[config.mk]
export PLATFORM = sky130hd
export DESIGN_NAME = ym3438_pcm_accum
export DESIGN_NICKNAME = d
export VERILOG_FILES = /design/src/rtl/ym3438_pcm_pkg.sv /design/src/rtl/ym3438_pcm_lane.sv /design/src/rtl/ym3438_pcm_accum.sv
export SDC_FILE = /design/constraint.sdc
export NUM_CORES = 1
export LEC_CHECK = 0
export ABC_AREA = 1
export CORE_MARGIN = 3
export CORE_UTILIZATION = 40
export CTS_BUF_LIST = sky130_fd_sc_hd__clkbuf_16
export DETAILED_ROUTE_END_ITERATION = 12
export HOLD_SLACK_MARGIN = 0.1
export PLACE_DENSITY_LB_ADDON = 0.25
export REMOVE_ABC_BUFFERS = 1
export SLEW_MARGIN = 20
export SYNTH_ARGS = -nofsm -noshare
export SYNTH_HDL_FRONTEND = slang
export SYNTH_SLANG_ARGS = --single-unit
[constraint.sdc]
create_clock -name MCLK -period 2.5 [get_ports MCLK]
set_clock_uncertainty 0.15 [all_clocks]
set_input_delay 0.5 -clock MCLK [delete_from_list [all_inputs] [get_ports MCLK]]
set_output_delay 0.5 -clock MCLK [all_outputs]
set_load 0.005 [all_outputs]
[src/rtl/ym3438_pcm_pkg.sv]
// Shared defaults, FSM type and DAC conversion helper for the OPN2 DAC-to-PCM
// frame accumulator.
package ym3438_pcm_pkg;

  localparam int DEF_SLOTS = 24;
  localparam int DEF_SHIFT = 1;
  localparam int DEF_OUT_W = 16;

  typedef enum logic {
    ST_SEEK  = 1'b0,
    ST_ACCUM = 1'b1
  } state_t;

  // Offset binary to two's complement: flipping the MSB maps 0x100 to zero.
  function automatic logic signed [8:0] dac_to_signed(input logic [8:0] v);
    return {~v[8], v[7:0]};
  endfunction

  // Signed accumulator width that holds SLOTS full-scale 9-bit values.
  function automatic int acc_width(input int slots);
    return $clog2(slots * 256) + 1;
  endfunction

endpackage

[src/rtl/ym3438_pcm_lane.sv]
// One stereo lane: converts each DAC slot value, integrates it over the frame,
// then shifts, saturates and registers the completed frame sum.
module ym3438_pcm_lane
  import ym3438_pcm_pkg::*;
#(
  parameter int SLOTS = DEF_SLOTS,
  parameter int SHIFT = DEF_SHIFT,
  parameter int OUT_W = DEF_OUT_W
) (
  input  logic                    i_clk,
  input  logic                    i_reset,
  input  logic                    i_load,
  input  logic                    i_add,
  input  logic                    i_emit,
  input  logic [8:0]              i_dac,
  output logic signed [OUT_W-1:0] o_pcm
);

  localparam int ACC_W = acc_width(SLOTS);
  localparam int EXT_W = ACC_W + SHIFT + OUT_W;

  localparam logic signed [EXT_W-1:0] SAT_MAX =
    {{(EXT_W-OUT_W+1){1'b0}}, {(OUT_W-1){1'b1}}};
  localparam logic signed [EXT_W-1:0] SAT_MIN =
    {{(EXT_W-OUT_W+1){1'b1}}, {(OUT_W-1){1'b0}}};

  logic signed [8:0]       w_val;
  logic signed [ACC_W-1:0] w_val_ext;
  logic signed [EXT_W-1:0] w_shifted;
  logic signed [OUT_W-1:0] w_sat;
  logic signed [ACC_W-1:0] r_acc;
  logic signed [OUT_W-1:0] r_pcm;

  assign w_val     = dac_to_signed(i_dac);
  assign w_val_ext = {{(ACC_W-9){w_val[8]}}, w_val};

  // Sign-extend far enough that the shift can never wrap before the clamp.
  assign w_shifted = {{(EXT_W-ACC_W){r_acc[ACC_W-1]}}, r_acc} <<< SHIFT;

  always_comb begin
    if (w_shifted > SAT_MAX) begin
      w_sat = SAT_MAX[OUT_W-1:0];
    end else if (w_shifted < SAT_MIN) begin
      w_sat = SAT_MIN[OUT_W-1:0];
    end else begin
      w_sat = w_shifted[OUT_W-1:0];
    end
  end

  // Emit samples the sum of the frame just ended while load restarts it.
  always_ff @(posedge i_clk) begin
    if (i_reset) begin
      r_acc <= '0;
      r_pcm <= '0;
    end else begin
      if (i_load) begin
        r_acc <= w_val_ext;
      end else if (i_add) begin
        r_acc <= r_acc + w_val_ext;
      end
      if (i_emit) begin
        r_pcm <= w_sat;
      end
    end
  end

  assign o_pcm = r_pcm;

endmodule

[src/rtl/ym3438_pcm_accum.sv]
// Frame integrator for the OPN2 MOL/MOR DAC stream: aligns on sample_sync,
// sums SLOTS values per lane and presents one stereo PCM sample per frame.
module ym3438_pcm_accum
  import ym3438_pcm_pkg::*;
#(
  parameter int SLOTS = DEF_SLOTS,
  parameter int SHIFT = DEF_SHIFT,
  parameter int OUT_W = DEF_OUT_W
) (
  input  logic                    MCLK,
  input  logic                    reset,
  input  logic                    phi_en,
  input  logic                    sample_sync,
  input  logic [8:0]              mol,
  input  logic [8:0]              mor,
  output logic signed [OUT_W-1:0] pcm_l,
  output logic signed [OUT_W-1:0] pcm_r,
  output logic                    pcm_valid,
  input  logic                    pcm_ready,
  output logic                    overrun,
  output logic                    frame_err
);

  localparam int               CNT_W    = $clog2(SLOTS + 1);
  localparam logic [CNT_W-1:0] CNT_FULL = CNT_W'(SLOTS);
  localparam logic [CNT_W-1:0] CNT_ONE  = CNT_W'(1);

  state_t           r_state;
  state_t           w_state_nx;
  logic [CNT_W-1:0] r_cnt;
  logic [CNT_W-1:0] w_cnt_nx;
  logic             w_full;
  logic             w_load;
  logic             w_add;
  logic             w_emit;
  logic             w_ferr;
  logic             w_accept;
  logic             r_valid;
  logic             r_overrun;
  logic             r_frame_err;

  assign w_full = (r_cnt == CNT_FULL);

  always_ff @(posedge MCLK) begin
    if (reset) begin
      r_state <= ST_SEEK;
      r_cnt   <= '0;
    end else begin
      r_state <= w_state_nx;
      r_cnt   <= w_cnt_nx;
    end
  end

  always_comb begin
    w_state_nx = r_state;
    case (r_state)
      ST_SEEK:  if (phi_en && sample_sync) w_state_nx = ST_ACCUM;
      ST_ACCUM: if (phi_en && !sample_sync && w_full) w_state_nx = ST_SEEK;
      default:  w_state_nx = ST_SEEK;
    endcase
  end

  // A sync on a full count completes the frame; any other sync or an extra
  // slot past a full count means we lost alignment with the core.
  always_comb begin
    w_load   = 1'b0;
    w_add    = 1'b0;
    w_emit   = 1'b0;
    w_ferr   = 1'b0;
    w_cnt_nx = r_cnt;
    if (phi_en) begin
      case (r_state)
        ST_SEEK: begin
          if (sample_sync) begin
            w_load   = 1'b1;
            w_cnt_nx = CNT_ONE;
          end
        end
        ST_ACCUM: begin
          if (sample_sync) begin
            w_load   = 1'b1;
            w_emit   = w_full;
            w_ferr   = !w_full;
            w_cnt_nx = CNT_ONE;
          end else if (w_full) begin
            w_ferr   = 1'b1;
            w_cnt_nx = '0;
          end else begin
            w_add    = 1'b1;
            w_cnt_nx = r_cnt + CNT_ONE;
          end
        end
        default: begin
          w_cnt_nx = '0;
        end
      endcase
    end
  end

  // Stream: a sample transfers on any edge where pcm_valid & pcm_ready; the
  // held sample stays stable until then, valid never depends on ready
  // combinationally, and a new completion replaces an unaccepted sample.
  assign w_accept = r_valid & pcm_ready;

  always_ff @(posedge MCLK) begin
    if (reset) begin
      r_valid     <= 1'b0;
      r_overrun   <= 1'b0;
      r_frame_err <= 1'b0;
    end else begin
      r_frame_err <= w_ferr;
      r_overrun   <= w_emit & r_valid & ~pcm_ready;
      if (w_emit) begin
        r_valid <= 1'b1;
      end else if (w_accept) begin
        r_valid <= 1'b0;
      end
    end
  end

  assign pcm_valid = r_valid;
  assign overrun   = r_overrun;
  assign frame_err = r_frame_err;

  ym3438_pcm_lane #(
    .SLOTS(SLOTS),
    .SHIFT(SHIFT),
    .OUT_W(OUT_W)
  ) u_lane_l (
    .i_clk  (MCLK),
    .i_reset(reset),
    .i_load (w_load),
    .i_add  (w_add),
    .i_emit (w_emit),
    .i_dac  (mol),
    .o_pcm  (pcm_l)
  );

  ym3438_pcm_lane #(
    .SLOTS(SLOTS),
    .SHIFT(SHIFT),
    .OUT_W(OUT_W)
  ) u_lane_r (
    .i_clk  (MCLK),
    .i_reset(reset),
    .i_load (w_load),
    .i_add  (w_add),
    .i_emit (w_emit),
    .i_dac  (mor),
    .o_pcm  (pcm_r)
  );

endmodule

==> reports/metrics.yaml <==
cells_and_area:
  nets: 730
  fillers: 966
  multi_input_area_um2: 2390
  drive_above_1_share_pct: 5.30
  utilization_pct: 51.2
  register_area_um2: 1300
  antennaDiodeCount: 0
  syn_to_final_growth_pct: 23.3
  fin_cells: 812
clock_tree:
  clockBufferDepth: 2
  cts_tree: "done"
  postCtsHoldBufs: 0
  cts_root_buf: "clkbuf_16"
  cts_buffers: 9
  clk_pin_slew_ns: 0.06
  cts_setup_buffers: 0
  clock_latency_ns: 0.32
  cts_resized: 0
  htreeDepth: 3
  cts_num_sinks: 65
run:
  cap_viol_max_count: 0
detailed_routing:
  routed_wl_um: 11000
  route.detailed.drc: 0
  drt-wirelength-per-cell_um: 13.5
  num_vias: 4209
  ant_nets: 0
  drt_iter0_markers: 113
  firstDrtPassIters: 4
  vias_per_cell: 5.18
logic_synthesis:
  synth_top_area_share_pct: 31.8
  synth_seq_cells: 65
  yosys-top-cells-area: "dfxtp_1, nand2_1, a21oi_1"
  ys_seq_area_share_pct: 31.8
  yosys_warnings: 0
  syn_area_per_cell_um2: 6.62
  synth_area_leader_cell: "dfxtp_1"
  syn-instance-count: 619
  syn_area_um2: 4100
  netlist-cell-type-count: 30
setup_path:
  reg2reg_depth: 10
  critical_path_required_ns: 2.60
  criticalPathCategory: "in -> reg"
  r2r_start: "r_cnt[0]"
  start_kind: "input pin"
  path_max_fanout: 3
  critPathArrivalTime_ns: 2.35
  r2r-end: "u_lane_r.r_acc[9]"
  crit_path_end_kind: "flip-flop"
  reg2reg_slack_ns: 0.28
  crit_path_end: "u_lane_r.r_acc[12]"
  crit_start: "mor[0]"
pwr:
  p_leak_nw: 2.33
  vdd_drop_max_v: 0.000384
  powerDensity_nw_per_um2: 565
global_routing:
  grt_pass1_vias: 4325
  grt_max_degree: 37
  grt_antenna_before_repair: 0
  track_usage_pct: 20.3
  grt_overflow: 0
  grt_pass1_wl_um: 19200
sta:
  finalCritPeriodShare_pct: 90.2
  final-hold-violation-count: 0
  min_period_ns: 2.26
  fmax_mhz: 443
  final_max_slew_viol_count: 0
  maxSlewHeadroom_pct: 62.1
  tns_ns: 0
  grt_setup_unrepaired: "false"
  setup_violations: 0
  worstMarginPinSlew_ns: 0.568
placed_design:
  gp_congestion: 0.918
  dpl.cell_count: 797
  dpl.hpwl_um: 7760
  portBuffers: 55
worst_hold_path:
  worstHoldPathType: "reg -> reg"
floorplanning:
  rows: 36
  io_pins: 58
  die-area_um2: 11500
  fp.dieW_um: 107
  initial_utilization_pct: 41.5
  coreArea_um2: 9860
  die_h_um: 107
status:
  status: "completed"
[worst min-delay path by stage]
stage                            from                end  slack (ns)  cells past startpoint
global route        u_lane_r.o_pcm[3]  u_lane_r.o_pcm[3]        0.33                      2
floorplan                     r_state            r_state        0.28                      2
detailed placement  u_lane_r.o_pcm[3]  u_lane_r.o_pcm[3]        0.30                      2
CTS                 u_lane_r.o_pcm[3]  u_lane_r.o_pcm[3]        0.31                      2
global placement              r_state            r_state        0.30                      2
finish              u_lane_r.o_pcm[3]  u_lane_r.o_pcm[3]        0.31                      2
[sequential cells by signal (all words and copies together) (netlist names)]
register / flops
frame_err: 1
overrun: 1
pcm_valid: 1
r_cnt: 5
r_state: 1
u_lane_l.o_pcm: 14
u_lane_l.r_acc: 14
u_lane_r.o_pcm: 14
u_lane_r.r_acc: 14
[report_power, final]
group	switching, mW	internal, mW
Sequential	0.0387	1.08
Clock	0.463	0.650
Combinational	0.377	0.245
Total	0.878	1.97
[cell usage in the layout (no fill, tap or decap), drive strengths merged]
cell / synthesis / final
clkdlybuf4s50: 0 / 55
nand2: 176 / 176
dfxtp: 65 / 65
xnor2: 2 / 2
o211ai: 2 / 2
nand4: 8 / 8
inv: 71 / 72
nand3: 67 / 67
xor2: 12 / 12
a31oi: 5 / 5
nand3b: 4 / 4
fa: 2 / 2
ha: 30 / 30
clkinv: 0 / 4
clkbuf: 8 / 9
nor3: 2 / 2
a21oi: 84 / 84
clkinvlp: 0 / 1
o21ai: 29 / 29
nor2: 28 / 28
or2: 3 / 3
buf: 20 / 17
conb: 1 / 2
[final cells by class]
type,count,area share [%]
clock buffer,9,4.46
sequential,65,25.8
inverter,71,5.28
multi-input combinational,456,47.2
tap,133,3.29
clock inverter,6,0.545
timing repair buffer,72,13.4
[worst max-delay path, cell delays in order]
cell,delay [ns]
clkdlybuf4s50_1,0.43
ha_1,0.25
fa_1,0.41
nand3_1,0.11
nand3_1,0.15
nand3_1,0.15
nand3_1,0.09
nand2_1,0.07
nand3_1,0.07
a21oi_1,0.13
[cells by family after synthesis]
kind of cell / share of synthesized area (%)
simple gates: 29.7
compound gates: 15.2
buf+inv: 10.1
flops: 31.8
fa+ha+maj: 10.1
xor+xnor: 2.99
other cells: 0.0915
[synthesized netlist by cell type, drive strengths merged]
| cell type | instances |
|---|---|
| clkbuf | 8 |
| fa | 2 |
| dfxtp | 65 |
| ha | 30 |
| or2 | 3 |
| conb | 1 |
| nand3 | 67 |
| nand3b | 4 |
| nand2 | 176 |
| nand4 | 8 |
| o211ai | 2 |
| a31oi | 5 |
| xnor2 | 2 |
| inv | 71 |
| buf | 20 |
| a21oi | 84 |
| o21ai | 29 |
| nor2 | 28 |
| xor2 | 12 |
| nor3 | 2 |
[stage by stage]
stage               instance area [um^2]  setup WS [ns]  hold slack, ns  power [mW]
finish                              5050          0.245           0.308        2.85
global route                        5050         0.0743           0.329        3.02
CTS                                 5050          0.292           0.310        2.87
detailed placement                  4800        -0.0453           0.301        1.75
global placement                    4800       -0.00806           0.298        1.74
floorplan                           3950         0.0642           0.283        1.56
[layer usage]
layer,global-route usage [%],routed length [um],vias up
li1,-,-,2141
met1,25.0,5090,1967
met2,35.5,5320,82
met3,4.33,371,19
met4,6.21,179,0
met5,0,0,-
(Power assumes the default switching activity.)
==> patch 1, RTL diff (same settings) <==
Remove the register `r_frame_err`: a continuous assignment takes its place, so the output `frame_err` follows one clock earlier.
--- a/src/rtl/ym3438_pcm_accum.sv
+++ b/src/rtl/ym3438_pcm_accum.sv
@@ -106,9 +106,7 @@
     if (reset) begin
       r_valid     <= 1'b0;
       r_overrun   <= 1'b0;
-      r_frame_err <= 1'b0;
     end else begin
-      r_frame_err <= w_ferr;
       r_overrun   <= w_emit & r_valid & ~pcm_ready;
       if (w_emit) begin
         r_valid <= 1'b1;
@@ -117,6 +115,8 @@
       end
     end
   end
+
+  assign r_frame_err = w_ferr;
 
   assign pcm_valid = r_valid;
   assign overrun   = r_overrun;
Behaviour: not the same (a bounded check fails within 4 cycles, from zero or initial values and one cycle with reset high).
==> patch 1 against the original RTL <==
- worst setup slack got worse by 110 ps
- sequential cell count shrank 1
- routed wire length fell by 3.2%
- design area up 2.0%
- total power fell by 7.0%
- area after synthesis grew 0.27%
- via count is 3.7% lower
- clock power shrank 5%
==> patch 1: results (changes against the original RTL) <==
Power
  – Int Pwr: 0.00191 W (-3.4%)
  – Worst vdd ir: 364 uV (-5.2%)
  – Leakage: 2.40 nW (+3.2%)

Logic synthesis
  – Commonest cells in the synthesized netlist: 179 x nand2_1, 76 x inv_1, 68 x a21oi_1, 65 x nand3_1, 64 x dfxtp_1
  – Sequential area share after synthesis: 31.2% (-0.57 points)
  – Post-synthesis cell type count: 29 (-3.3%)

Global route
  – First-pass GRT wire length: 18.3 mm (-4.8%)
  – Largest net degree at the start of global routing: 50 (+35%)
  – Total Routing Usage GR: 19.5% (-0.81 points)
  – Vias in the first global route: 3954 (-8.6%)

Placement
  – HPWL after detailed placement: 7.89 mm (+1.7%)
  – Gpl congestion: 0.892 (-2.9%)
  – Setup Slack @ Placement: -151 ps (-105 ps)

Drt
  – Via count: 4053 (-3.7%)
  – DR pass1 iterations: 5 (+1)
  – DRT Wirelength: 10.6 mm (-3.2%)
  – Initial DRC Count: 173 (+53%)

Critical path
  – Crit path DAT: 2470 ps (+120 ps)
  – R2R depth: 11 (+1)
  – CP max stage delay: 470 ps (+40 ps)
  – Critical Path Fanout Max: 4 (+1)

Finish
  – Fraction of layout cells with a size suffix above 1: 7.87% (+2.6 points)
  – Fillers: 982 (+1.7%)
  – Final net count: 739 (+1.2%)

Min path
  – Hold path start: u_lane_l.o_pcm[6]

Status
  – Outcome: complete, no violations
==> patch 1: cell count changes in the layout (fill, tap and decap cells not counted), moves of 4 or more <==
cell and change:
a21oi_1 -15, a22o_1 +6, a31oi_1 +6, buf_4 +9
inv_1 +9, nand2_1 +4, o21ai_1 -15, xor2_1 +5
==> patch 1: path summary, 6_finish.rpt <==
path                                     endpoint  slack, ps
worst min-delay path            u_lane_l.o_pcm[6]        310
worst max register to register  u_lane_l.r_acc[8]        460
worst min register to register  u_lane_l.o_pcm[6]        310
worst max-delay path            u_lane_l.r_acc[8]        140
==> patch 1: kinds of logic (layout without fill, tap and decap cells) <==
group,after synthesis,count (layout),synth area share (%)
simple gates,297,297,31.4
flops,64,64,31.2
other cells,1,2,0.0913
fa+ha+maj,32,32,10.1
buf+inv,105,175,10.5
compound gates,98,98,12.8
xor+xnor,18,18,3.84
==> patch 1: worst reg2reg max path, cell delays in order, from the launching register on <==
cell     delay (ps)
dfxtp_2         330
inv_1            70
ha_1            150
nand4_1         130
ha_1            250
nand2_4         120
nand2_4          50
inv_2           330
nand2_1          90
o21ai_0          90
inv_1            70
a21oi_1         130
==> patch 1: stage by stage <==
| stage | utilization [%] | cells | cell area, um^2 |
|---|---|---|---|
| after floorplan | - | 591 | 3980 |
| after global placement | 49.8 | 806 | 4910 |
| after detailed placement | 49.8 | 806 | 4910 |
| after CTS | 52.2 | 819 | 5150 |
| after global routing | 52.2 | 819 | 5150 |
| final | 52.2 | 819 | 5150 |
==> patch 1: power by group through the flow <==
stage                     Clock, W  Combinational [W]  Sequential (W)
final                      0.00106           0.000508         0.00109
after global routing       0.00113           0.000583         0.00109
after CTS                  0.00110           0.000510         0.00109
after detailed placement         0           0.000506         0.00111
after global placement           0           0.000497         0.00111
after floorplan                  0           0.000336         0.00110
==> patch 1: cell type report <==
| class | instances | share of cell area, % |
|---|---|---|
| clock buffer | 9 | 4.37 |
| clock inverter | 4 | 0.316 |
| inverter | 80 | 5.86 |
| multi-input combinational | 447 | 46.6 |
| sequential | 64 | 24.9 |
| tap | 133 | 3.23 |
| timing repair buffer | 82 | 14.7 |
==> patch 1: timing repair <==
action,4_1_cts,5_1_grt
gates resized for setup,2,0
hold endpoints to repair,0,0
hold buffers,0,0
endpoints found under the setup margin,1,0
==> patch 1: per-layer routing <==
metal | vias up | wire, um | global-route usage [%]
met3 | 12 | 365 | 4.08
li1 | 2130 | - | -
met1 | 1847 | 5030 | 24.4
met4 | 0 | 97 | 3.25
met2 | 64 | 5120 | 35.1
met5 | - | 0 | 0
==> patch 2, RTL diff (config.mk and constraints unchanged) <==
Without the edit above. Set the package constant `DEF_SLOTS` to 12 (it was 24).
--- a/src/rtl/ym3438_pcm_pkg.sv
+++ b/src/rtl/ym3438_pcm_pkg.sv
@@ -2,7 +2,7 @@
 // frame accumulator.
 package ym3438_pcm_pkg;
 
-  localparam int DEF_SLOTS = 24;
+  localparam int DEF_SLOTS = 12;
   localparam int DEF_SHIFT = 1;
   localparam int DEF_OUT_W = 16;
 
Check against the original RTL: same outputs for any inputs over 10 cycles, from zero or initial values and one cycle with reset high; that may be too few to reach the edited logic, so the function may still have changed.
==> patch 2 against the original RTL <==
- routed wire length shrank 8.6%
- design area down 4.8%
- register-to-register slack improved by 160 ps
- sequential share of layout area down 0.78 points
- worst setup slack better by 22 ps
- sequential cell count fell by 5
- worst hold slack better by 0.67 ps
- first-iteration DRC count grew 14%
- synthesized cell count fell by 6.9%
- area after synthesis down 6.1%
- total power is 2.7% lower
- via count decreased by 7.9%
- critical endpoint is now u_lane_r.r_acc[6]
==> patch 2: results (changes against the original RTL) <==
Status
  – Outcome: complete, no violations

Logic synthesis
  – Post-Synth Adder-Cell Area: 10.1% (about the same)
  – Complex-gate fraction of the synthesized area: 14.5% (-0.71 points)
  – Sequential area share after synthesis: 31.2% (-0.55 points)
  – Post-synthesis cell type count: 29 (-3.3%)
  – Largest cells by area after synthesis: dfxtp_1 31%, nand2_1 16%, a21oi_1 9.4%, ha_1 9.1%, nand3_1 8.6%
  – Yosys top cell area share: 31.2% (-0.55 points)
  – Synth warn: 0 (unchanged)
  – Commonest cells in the synthesized netlist: 162 x nand2_1, 72 x a21oi_1, 66 x inv_1, 66 x nand3_1, 60 x dfxtp_1
  – Top FF cell, synth: dfxtp_1
  – Synth Area in XOR/XNOR: 2.96% (-0.034 points)
  – Post-synthesis mux area share: 0% (unchanged)
  – Synth Instances: 576 (-6.9%)
  – Async SR Flop Fraction: 0% (unchanged)

CTS
  – Max clock buf depth: 2 (unchanged)

Critical path
  – Critical Path Sink: u_lane_r.r_acc[6]
  – R2R depth: 8 (-2)
  – R2r setup slk: 440 ps (+160 ps)
  – Reg-to-reg endpoint: u_lane_r.r_acc[10]
  – Critical path's top delay family: adder cells
  – Critical Path Fanout Max: 2 (-1)

Finish
  – Fraction of layout cells with a size suffix above 1: 6.59% (+1.3 points)
  – Fillers: 948 (-1.9%)
  – Final net count: 686 (-6.0%)

Global route
  – First-pass GRT wire length: 17.7 mm (-7.8%)
  – Vias in the first global route: 3927 (-9.2%)
  – Total Routing Usage GR: 19.5% (-0.84 points)
  – Largest net degree at the start of global routing: 31 (-16%)

Power
  – P_clk: 0.00116 W (+5%)
  – Logic pwr share: 20.8% (-1.0 points)
  – Worst vdd ir: 401 uV (+4.4%)
  – Leakage: 2.27 nW (-2.4%)
  – Psw: 0.000795 W (-9.5%)
  – Int Pwr: 0.00198 W (+0.30%)

Drt
  – DRT Wirelength: 10.0 mm (-8.6%)
  – Via count: 3877 (-7.9%)
  – Initial DRC Count: 129 (+14%)
  – DR WL/cell: 13.1 um (-3.1%)

Placement
  – Placed inst area: 4530 um^2 (-5.5%)
  – Gpl congestion: 0.877 (-4.5%)
  – HPWL after detailed placement: 7.26 mm (-6.5%)
  – Cell count after placement: 751 (-5.8%)

Min path
  – Hold EP: u_lane_l.o_pcm[4]
  – Hold path start: u_lane_l.o_pcm[4]

Timing
  – Worst Tran Pin Value: 516 ps (-51.9 ps)
-- patch 2: cell count changes after synthesis, moves of 3 or more --
cell,delta
o21ai_1,-14
nand2_1,-13
o21ai_0,+12
a21oi_1,-11
nor2_1,-9
dfxtp_1,-5
buf_4,+4
nand3_2,+3
nand3b_1,-3
-- patch 2: layer usage --
layer | track usage [%] | wire length [um]
met3 | 3.97 | 446
met2 | 33.8 | 4930
met4 | 6.46 | 17
met5 | 0 | 0
met1 | 24.1 | 4630
-- patch 2: stage by stage --
step,worst slack (ps),utilization [%],hold WS (ps)
3_3_place_gp,-0.991,48.8,299
6_report,267,51.8,309
2_1_floorplan,16.9,-,295
5_1_grt,111,51.8,331
4_1_cts,283,51.8,312
3_5_place_dp,-36.8,48.8,304
-- patch 2: final cells by class --
class	instances	share of cell area [%]
multi-input cells	420	46.2
well taps	129	3.36
clock inverters	6	1.04
repair buffers	74	14.4
inverters	68	5.31
flip-flops and latches	60	25.0
clock buffers	9	4.68
